===== src/rtl/evp_fsm.sv =====
// evp_fsm: evaluates the stored polynomial in slot A at point x with Horner's
// method. Degree comes from N RAM, coefficients c0..cN from S RAM at
// A*11 .. A*11+N (walked highest coefficient first). One result word and one
// status word are written to the output FIFOs, then done_evp pulses.
module evp_fsm #(
    parameter int word_size = 16,
    parameter int n_size    = 8,
    parameter int s_size    = 88
) (
    input  logic                      clk,
    input  logic                      rst,
    input  logic                      start_evp,
    input  logic [2:0]                A,
    input  logic [word_size-1:0]      x,
    input  logic [4:0]                rd_data_N,
    input  logic [word_size-1:0]      rd_data_S,
    output logic                      en_rd_N,
    output logic [$clog2(n_size)-1:0] rd_addr_N,
    output logic                      en_rd_S,
    output logic [$clog2(s_size)-1:0] rd_addr_S,
    output logic [31:0]               result,
    output logic [31:0]               status,
    output logic                      en_wr_result,
    output logic                      en_wr_status,
    output logic                      done_evp
);

    localparam int NA          = $clog2(n_size);
    localparam int SA          = $clog2(s_size);
    // acc(32) * x(word_size) + coefficient(word_size) needs one carry bit
    localparam int FW          = 32 + word_size + 1;
    localparam int SLOT_STRIDE = 11;
    localparam logic [4:0] MAX_DEGREE = 5'd10;

    localparam logic [31:0] STATUS_OK       = 32'd0;
    localparam logic [31:0] STATUS_OVERFLOW = 32'd1;
    localparam logic [31:0] STATUS_BAD_SLOT = 32'd2;

    typedef enum logic [2:0] {
        IDLE,
        RD_N,
        WAIT_N,
        RD_C,
        MAC,
        ERR,
        OUT,
        END
    } state_t;

    state_t                 state_reg;
    logic [2:0]             a_reg;
    logic [word_size-1:0]   x_reg;
    // idx starts at the degree read from N RAM, so it doubles as the
    // latched degree; no separate copy is needed afterwards.
    logic [3:0]             idx_reg;
    logic [31:0]            acc_reg;
    logic                   ovf_reg;
    logic [31:0]            result_reg;
    logic [31:0]            status_reg;

    logic [FW-1:0]          full;
    logic                   ovf_now;
    logic [SA-1:0]          s_addr;

    // One Horner step; the product is widened so no bit is lost before the
    // overflow test on the upper bits.
    assign full    = FW'(acc_reg) * FW'(x_reg) + FW'(rd_data_S);
    assign ovf_now = |full[FW-1:32];

    // Coefficient address: slot base plus current index (max 87, no wrap).
    assign s_addr = SA'(a_reg) * SA'(SLOT_STRIDE) + SA'(idx_reg);

    // RAM strobes, FIFO strobes and addresses are decoded from the state.
    assign en_rd_N      = (state_reg == RD_N);
    assign rd_addr_N    = (state_reg == RD_N) ? NA'(a_reg) : '0;
    assign en_rd_S      = (state_reg == RD_C);
    assign rd_addr_S    = (state_reg == RD_C) ? s_addr : '0;
    assign en_wr_result = (state_reg == OUT);
    assign en_wr_status = (state_reg == OUT);
    assign done_evp     = (state_reg == END);
    assign result       = result_reg;
    assign status       = status_reg;

    // Sequencer and datapath registers; result/status are loaded on the way
    // into OUT so they are valid during the FIFO write and held afterwards.
    always_ff @(posedge clk or negedge rst) begin
        if (!rst) begin
            state_reg  <= IDLE;
            a_reg      <= '0;
            x_reg      <= '0;
            idx_reg    <= '0;
            acc_reg    <= '0;
            ovf_reg    <= 1'b0;
            result_reg <= '0;
            status_reg <= 32'hFFFF_FFFF;
        end else begin
            case (state_reg)
                IDLE: begin
                    if (start_evp) begin
                        a_reg     <= A;
                        x_reg     <= x;
                        state_reg <= RD_N;
                    end
                end
                RD_N: begin
                    state_reg <= WAIT_N;
                end
                WAIT_N: begin
                    // Unwritten slots read back as 5'b11111 and land here too.
                    if (rd_data_N > MAX_DEGREE) begin
                        state_reg <= ERR;
                    end else begin
                        idx_reg   <= rd_data_N[3:0];
                        acc_reg   <= '0;
                        ovf_reg   <= 1'b0;
                        state_reg <= RD_C;
                    end
                end
                RD_C: begin
                    state_reg <= MAC;
                end
                MAC: begin
                    acc_reg <= full[31:0];
                    ovf_reg <= ovf_reg | ovf_now;
                    if (idx_reg == 4'd0) begin
                        result_reg <= full[31:0];
                        status_reg <= (ovf_reg | ovf_now) ? STATUS_OVERFLOW : STATUS_OK;
                        state_reg  <= OUT;
                    end else begin
                        idx_reg   <= idx_reg - 4'd1;
                        state_reg <= RD_C;
                    end
                end
                ERR: begin
                    result_reg <= '0;
                    status_reg <= STATUS_BAD_SLOT;
                    state_reg  <= OUT;
                end
                OUT: begin
                    state_reg <= END;
                end
                END: begin
                    state_reg <= IDLE;
                end
                default: begin
                    state_reg <= IDLE;
                end
            endcase
        end
    end

endmodule


===== config.mk =====
export PLATFORM = sky130hd
export DESIGN_NAME = evp_fsm
export DESIGN_NICKNAME = d
export VERILOG_FILES = /design/src/rtl/evp_fsm.sv
export SDC_FILE = /design/constraint.sdc
export NUM_CORES = 1
export LEC_CHECK = 0
export ABC_AREA = 1
export CAP_MARGIN = 20
export CORE_ASPECT_RATIO = 0.5
export CORE_MARGIN = 10
export CORE_UTILIZATION = 25
export DETAILED_ROUTE_END_ITERATION = 16
export GPL_ROUTABILITY_DRIVEN = 1
export MAX_ROUTING_LAYER = met4
export SKIP_CTS_REPAIR_TIMING = 1
export SKIP_LAST_GASP = 1
export SLEW_MARGIN = 25
export SYNTH_ARGS = -nofsm -noshare
export SYNTH_HDL_FRONTEND = slang
export SYNTH_SLANG_ARGS = --single-unit
export TNS_END_PERCENT = 20

===== constraint.sdc =====
create_clock -name clk -period 14.61 [get_ports clk]
set_input_delay 3.6525 -clock clk [delete_from_list [all_inputs] [get_ports clk]]
set_output_delay 3.6525 -clock clk [all_outputs]
set_load 0.01 [all_outputs]

* Word level (Yosys, flattened, before mapping)
Cells that the tools add are included.
Word-level totals: register bits 123, input port bits 43, output and inout port bits 79, word-level logic and storage cells 53
Cells by class: $add $sub $neg 3, multiply operators 2, $lt $le $gt $ge 1, equal/unequal tests 11, muxes and demuxes 18, bitwise logic cells 1, reductions and logical operators 9
Operators with widths (number):
- one-hot mux 32 bit (2 select lines) | 3
- two-way mux 32 bit | 3
- adder 48 x 16 -> 49 bit | 1
- multiplier 32 x 16 -> 48 bit | 1
- one-hot mux 3 bit (8 select lines) | 1
- OR reduction 17 bit | 1
- == test 3 bit (second input constant) | 4
- two-way mux 3 bit | 4
- two-way mux 4 bit | 2
- inequality test 2 bit (second input constant) | 4
- one-hot mux 4 bit (2 select lines) | 1
- adder 7 x 4 -> 7 bit | 1
- multiplier 3 x 4 -> 7 bit (second input constant) | 1
- two-way mux 7 bit | 1
- == test 3 x 2 -> 1 bit (second input constant) | 2
- AND reduction 2 bit | 3
- > comparator 5 x 4 -> 1 bit (second input constant) | 1
- logical NOT 4 bit | 1
- nonzero test 2 bit | 2
- subtractor 4 x 1 -> 4 bit (second input constant) | 1
- == test 3 x 1 -> 1 bit (second input constant) | 1
- logical NOT 3 bit | 1
- AND reduction 3 bit | 1
- two-way mux 1 bit | 2
- 2 further kinds | 2

* Longest topological paths before layout
Gate-level depths: netlist of the first run.
word-level depth 7, gate-level depth with buffers 36

* Worst setup path before layout of the first run
OpenSTA, ideal clock, no wires.
path kind input -> register, start point in rd_data_S[11], end point reg ovf_reg, arrival time 7.321 ns, setup slack 7.172 ns, stages on the path 25, buffers on the path 0, cell sequence inv_1 -> fa_1 -> inv_1 -> fa_1 -> fa_1 -> inv_1 -> fa_1 -> inv_1 -> ha_1 -> nand2_2 -> inv_1 -> a21oi_2 -> nand3_2 -> nand2_1 -> nand2_1 -> nand2_1 -> nand2_1 -> nand2_1 -> nand2_1 -> nor2_1 -> nand3_1 -> nor2_2 -> nand3_2 -> nand2_1 -> nand2_1
On the way: word-level cells in the longest chain between the ends 4
RTL lines:
- from (decl) | RTL line 16 | input logic [word_size-1:0] rd_data_S,
- adder 48 x 16 -> 49 bit | RTL line 67 | assign full = FW'(acc_reg) * FW'(x_reg) + FW'(rd_data_S);
- OR reduction 17 bit | RTL line 68 | assign ovf_now = |full[FW-1:32];
- OR 1 bit | RTL line 124 | ovf_reg <= ovf_reg | ovf_now;
- one-hot mux 1 bit (2 select lines) | RTL line 97 | case (state_reg)
- to (signal assigned) | RTL line 124
- to (decl) | RTL line 57 | logic ovf_reg;
Every way passes these cells. A chain may end at the register's enable or synchronous reset.

* Worst setup path after layout of the first run
start point in rd_data_S[14], end point reg result_reg[24] (netlist: result[24])
On the way: word-level cells in the longest chain between the ends 3
RTL lines:
- adder 48 x 16 -> 49 bit | RTL line 67
- two-way mux 32 bit | RTL line 125 | if (idx_reg == 4'd0) begin
- one-hot mux 32 bit (2 select lines) | RTL line 97
- to (signal assigned) | RTL line 126 | result_reg <= full[31:0];
- to (decl) | RTL line 58 | logic [31:0] result_reg;
Every way passes these cells. The select of a mux whose other input is x is not followed.

==> flow_summary_export.csv, run 1 <==
group,metric,value,unit
timing,rsz0062_at_grt,"no",
logic_synthesis,netlist_area,23370,µm²
floorplanning,dieArea,106900,µm²
logic_synthesis,ys_seq_elements,94,
timing,setup_violations,0,
logic_synthesis,synthMuxAreaShare,0.7708,%
floorplanning,core,92820,µm²
place,hpwl,54970,µm
clocking,clkTransAtPathRegs,0.08,ns
cells_and_area,final_cell_mix,"inv_1 (1010), nand2_1 (935), fa_1 (438), ha_1 (154), clkdlybuf4s50_1 (120)",
flow_run,maxCapViolations,0,
global_route,overflow,0,
cells_and_area,antenna_cells,0,
run_status,status,"finished clean",
drt,vias,18610,
logic_synthesis,yosysWarnings,0,
drt,firstDrtPassIters,5,
timing,fin_setup_tns,0,ns
cells_and_area,final_common_cell,"inv_1",
clocking,h-tree-depth,3,
worst_setup_path,path_max_fanout,4,
global_route,antenna_found_initial,0,
clocking,worstSkewPairLatency,0.39,ns
logic_synthesis,seq_area_frac_synth,10.08,%
floorplanning,start_util,25.18,%
global_route,grt_usage,13.54,%
logic_synthesis,synth_top_family_by_area,"adder cells",
logic_synthesis,synth_compound_area_share,2.933,%
worst_setup_path,cp-start-kind,"input port",
logic_synthesis,syn-instance-count,3193,
worst_setup_path,required,14.85,ns
worst_setup_path,crit_type,"input port to flop",
floorplanning,boundaryPins,122,
worst_setup_path,critPathCaptureType,"flop",
logic_synthesis,synth-main-ff-cell,"dfrtp_1",
clocking,numCtsBuffers,9,
cells_and_area,instances_no_fill,4431,
clocking,root_buffer,"clkbuf_16",
place,gp_congestion,0.9234,
logic_synthesis,synth_xor_area_share,0.6744,%
floorplanning,rows,79,
cells_and_area,area_growth,10.66,%
timing,relSlewSlack,28.59,%
drt,dr.first_iter.drc_count,1212,
floorplanning,die_w,452.4,µm
timing,final-max-slew-violation-count,0,
floorplanning,die_h,236.2,µm
logic_synthesis,synth-adder-area-share,45.76,%
clocking,cts_tree,"yes",
timing,hold_violations,0,
timing,layout_min_cycle_time,8.035,ns
logic_synthesis,synth_nets,3828,
cells_and_area,drive_gt1_share,4.503,%
logic_synthesis,synthSimpleGateAreaFrac,20.14,%
logic_synthesis,synth_area_per_cell,7.321,µm²
global_route,grt_max_degree,55,
drt,drcViolationCount,0,
clocking,clock_sinks,94,
global_route,grt_first_pass_wirelength,112000,µm
place,placedCellCount,4415,
cells_and_area,final_core_util,27.87,%
drt,totalWireLength,69390,µm
logic_synthesis,synth_enable_flop_cells,0,
cells_and_area,nets,3806,
timing,max_freq,124.5,MHz
clocking,clk_path_buf_depth,2,
drt,via_per_inst,4.199,
place,portBuffers,121,
drt,drtAntennaViolNets,0,
timing,skew,0.01120,ns
hold_path,hp-class,"flop to flop",
drt,wl_per_cell,15.66,µm
global_route,grt_pass1_vias,19920,
timing,worstMarginPinSlew,1.071,ns
worst_setup_path,cp_data_arrival_time,8.28,ns
logic_synthesis,synth_cell_types,42,
logic_synthesis,async_flop_share,100.0,%
timing,post-route-period-util,55.00,%
==> worst paths after layout <==
kind                                       start                      to  slack (ns)  depth (start not counted)
hold / removal             status[1]$_DFFE_PN1P_   status[1]$_DFFE_PN1P_        0.47                          2
setup reg to reg            x_reg[7]$_DFFE_PN0P_     ovf_reg$_DFFE_PN0P_        7.82                         26
hold reg to reg            status[1]$_DFFE_PN1P_   status[1]$_DFFE_PN1P_        0.47                          2
min in group asynchronous                    rst    x_reg[1]$_DFFE_PN0P_        3.26                          1
max in group asynchronous                    rst   x_reg[11]$_DFFE_PN0P_       10.04                          2
setup / recovery                   rd_data_S[14]  result[24]$_DFFE_PN0P_        6.57                         19
==> Yosys cell counts (3+ instances only) <==
cell,instances,area (µm²)
o21bai_1,9,67.56
buf_4,31,232.7
nand3_2,8,80.08
fa_1,438,8768
nand2_2,19,118.9
xnor2_1,9,78.83
dfstp_2,3,78.83
inv_2,8,30.03
mux2_2,16,180.2
xor2_1,9,78.83
nor3_2,3,30.03
ha_1,154,1927
or2_2,8,50.05
nor2_2,17,106.4
clkbuf_1,141,529.3
inv_1,1011,3795
nor2_4,5,56.30
nand3_1,40,200.2
o21ai_0,59,295.3
dfrtp_1,91,2277
nor3_1,8,40.04
a21oi_2,3,26.28
a21oi_1,44,220.2
nor2_1,98,367.9
nand2_1,935,3510
nand4_1,5,31.28
==> critical path: stages <==
cell	delay (ns)
clkdlybuf4s50_1	0.45
inv_1	0.09
fa_1	0.54
inv_1	0.05
fa_1	0.49
fa_1	0.56
inv_1	0.05
fa_1	0.48
inv_1	0.05
ha_1	0.34
nand2_1	0.15
inv_1	0.05
nand2_1	0.06
nand2_1	0.07
o21bai_2	0.20
nand2_1	0.08
nand3_2	0.11
o21ai_0	0.62
o21ai_0	0.16
==> cell type report <==
class                      instances  area (µm²)
fill                           10030       66950
inverter                        1020        3831
clock inverter                     7       100.1
tap                             1255        1570
sequential                        94        2366
timing repair buffer             139        1344
clock buffer                       9       225.2
multi-input combinational       1907       16430
==> per-layer routing <==
| layer | part of all wire, % | global-route usage, % |
|---|---|---|
| met1 | 43 | 17.01 |
| met2 | 48 | 22.80 |
| met3 | 5.3 | 1.575 |
| met4 | 2.8 | 4.066 |
| met5 | 0 | - |
==> cells by family after synthesis <==
group                    count (synthesis)
flip-flops                              94
AND/OR/NAND/NOR                       1157
buffers and inverters                 1192
AO/OA/AOI/OAI                          124
XOR/XNOR                                18
multiplexers                            16
adder cells (fa/ha/maj)                592
==> through the flow <==
step / setup slack (ns) / hold slack (ns) / area, µm²
finish: 6.575 / 0.4652 / 25870
global placement: 6.148 / 0.4530 / 25540
CTS: 6.548 / 0.4685 / 25870
detailed placement: 6.171 / 0.4573 / 25540
floorplan: 7.172 / 0.4488 / 23370
global route: 6.226 / 0.4937 / 25870
Power of run 1 is not shown: default switching activity piles up to over one toggle a cycle in this logic, so the estimate is an artifact.
==> run 2: changes to the inputs <==
clock period = 8.14 ns   (was 14.61 ns; I/O delays follow)
==> flow_summary_export.csv, run 2 (same netlist as run 1, synthesis figures left out) <==
group,metric,value,unit
run_status,status,"finished clean",
hold_path,hp-class,"flop to flop",
floorplanning,dieArea,106900,µm²
worst_setup_path,cp_cell_sequence,"nand2_1, fa_1, inv_1, fa_1, fa_1, fa_1, fa_1, inv_1, fa_1, inv_1, ha_1, nand2_2, inv_1, a21oi_2, nor2_1, nor2_1, nand2_1, a31oi_1, xor2_1, o21ai_0",
floorplanning,start_util,25.18,%
timing,post-route-period-util,83.61,%
global_route,grt_usage,13.55,%
cells_and_area,final_cell_mix,"inv_1 (1010), nand2_1 (935), fa_1 (438), ha_1 (154), clkdlybuf4s50_1 (120)",
timing,skew,0.01054,ns
drt,firstDrtPassIters,5,
worst_setup_path,critPathCaptureType,"flop",
timing,final-max-slew-violation-count,0,
global_route,antenna_found_initial,1,
floorplanning,core,92820,µm²
clocking,clkTransAtPathRegs,0.08,ns
cells_and_area,nets,3816,
drt,vias,18670,
clocking,h-tree-depth,3,
floorplanning,rows,79,
global_route,grt_max_degree,55,
worst_setup_path,cp_data_arrival_time,7.04,ns
timing,max_freq,146.9,MHz
timing,worstMarginPinSlew,1.008,ns
worst_setup_path,slowest_delay,0.99,ns
timing,hold_violations,0,
flow_run,maxCapViolations,0,
clocking,clk_path_buf_depth,2,
floorplanning,die_w,452.4,µm
worst_setup_path,cpMaxStageDelayCell,"dfrtp_2",
worst_setup_path,required,8.38,ns
timing,layout_min_cycle_time,6.806,ns
floorplanning,die_h,236.2,µm
place,portBuffers,121,
drt,drtAntennaViolNets,0,
timing,post-route-worst-setup-slack,1.334,ns
cells_and_area,area_growth,10.99,%
cells_and_area,drive_gt1_share,4.834,%
clocking,numCtsBuffers,9,
floorplanning,boundaryPins,122,
place,dp_slack,1.291,ns
clocking,cts_tree,"yes",
cells_and_area,final_common_cell,"inv_1",
drt,drcViolationCount,0,
worst_setup_path,crit_type,"flop to flop",
drt,totalWireLength,69200,µm
timing,rsz0062_at_grt,"no",
drt,dr.first_iter.drc_count,1183,
clocking,clock_sinks,94,
drt,via_per_inst,4.203,
timing,setup_violations,0,
worst_setup_path,path_max_fanout,33,
place,hpwl,55950,µm
worst_setup_path,cp-start-kind,"flop",
worst_setup_path,critPathMostFrequentCell,"fa_1",
timing,fin_setup_tns,0,ns
global_route,grt_pass1_vias,19960,
drt,wl_per_cell,15.58,µm
clocking,worstSkewPairLatency,0.38,ns
global_route,overflow,0,
clocking,root_buffer,"clkbuf_16",
timing,relSlewSlack,32.39,%
global_route,grt_first_pass_wirelength,112400,µm
place,gp_congestion,0.9280,
[run 2: changes by cell type in the layout (fill, tap and decap cells not counted)]
| cell | delta |
|---|---|
| clkinvlp_4 | +2 |
| diode_2 | +1 |
| clkinv_8 | -1 |
| dfrtp_1 | -2 |
| inv_8 | -4 |
| clkbuf_1 | +1 |
| inv_6 | +1 |
| buf_4 | +10 |
| bufinv_16 | +1 |
| dfrtp_2 | +2 |
[run 2: worst paths after layout]
path,slack [ns],start,cells after the start,end
worst min register to register,0.46,status[1]$_DFFE_PN1P_,2,status[1]$_DFFE_PN1P_
worst max register to register,1.33,x_reg[10]$_DFFE_PN0P_,20,acc_reg[31]$_DFFE_PN0P_
max in group asynchronous,5.18,rst,2,x_reg[11]$_DFFE_PN0P_
worst min-delay path,0.46,status[1]$_DFFE_PN1P_,2,status[1]$_DFFE_PN1P_
worst max-delay path,1.33,x_reg[10]$_DFFE_PN0P_,20,acc_reg[31]$_DFFE_PN0P_
min in group asynchronous,1.65,rst,1,x_reg[1]$_DFFE_PN0P_
[run 2: layout make-up]
cell class / instances / area (µm²)
well taps: 1255 / 1570
diodes: 1 / 2.502
repair buffers: 149 / 1419
fillers: 10090 / 66870
multi-input cells: 1907 / 16430
inverters: 1020 / 3831
clock inverters: 6 / 92.59
clock buffers: 10 / 229.0
flip-flops and latches: 94 / 2369
[run 2: layer usage]
metal	global-route usage, %	vias to the layer above	share of wire [%]
met5	-	-	0
met4	4.085	0	2.8
met3	1.533	114	5.4
met2	22.57	500	48
met1	17.23	9276	44
li1	-	8778	-
[run 2: stage by stage]
| stage | cells | hold slack, ns | cell area [µm²] | utilization (%) |
|---|---|---|---|---|
| after global routing | 4442 | 0.5006 | 25940 | 27.95 |
| final | 4442 | 0.4625 | 25940 | 27.95 |
| after detailed placement | 4425 | 0.4537 | 25620 | 27.60 |
| after CTS | 4441 | 0.4658 | 25940 | 27.95 |
| after floorplan | 3193 | 0.4488 | 23370 | - |
| after global placement | 4425 | 0.4532 | 25620 | 27.60 |
[run 2: worst max-delay path: cells and delay by family, from the launching register on]
kind / cells / cell delay, ns
buffers and inverters: 4 / 0.26
XOR/XNOR: 1 / 0.37
AND/OR/NAND/NOR: 5 / 0.83
adder cells (fa/ha/maj): 7 / 3.52
AO/OA/AOI/OAI: 3 / 0.63
flip-flops: 1 / 0.99
Power of run 2 is left out for the same reason.
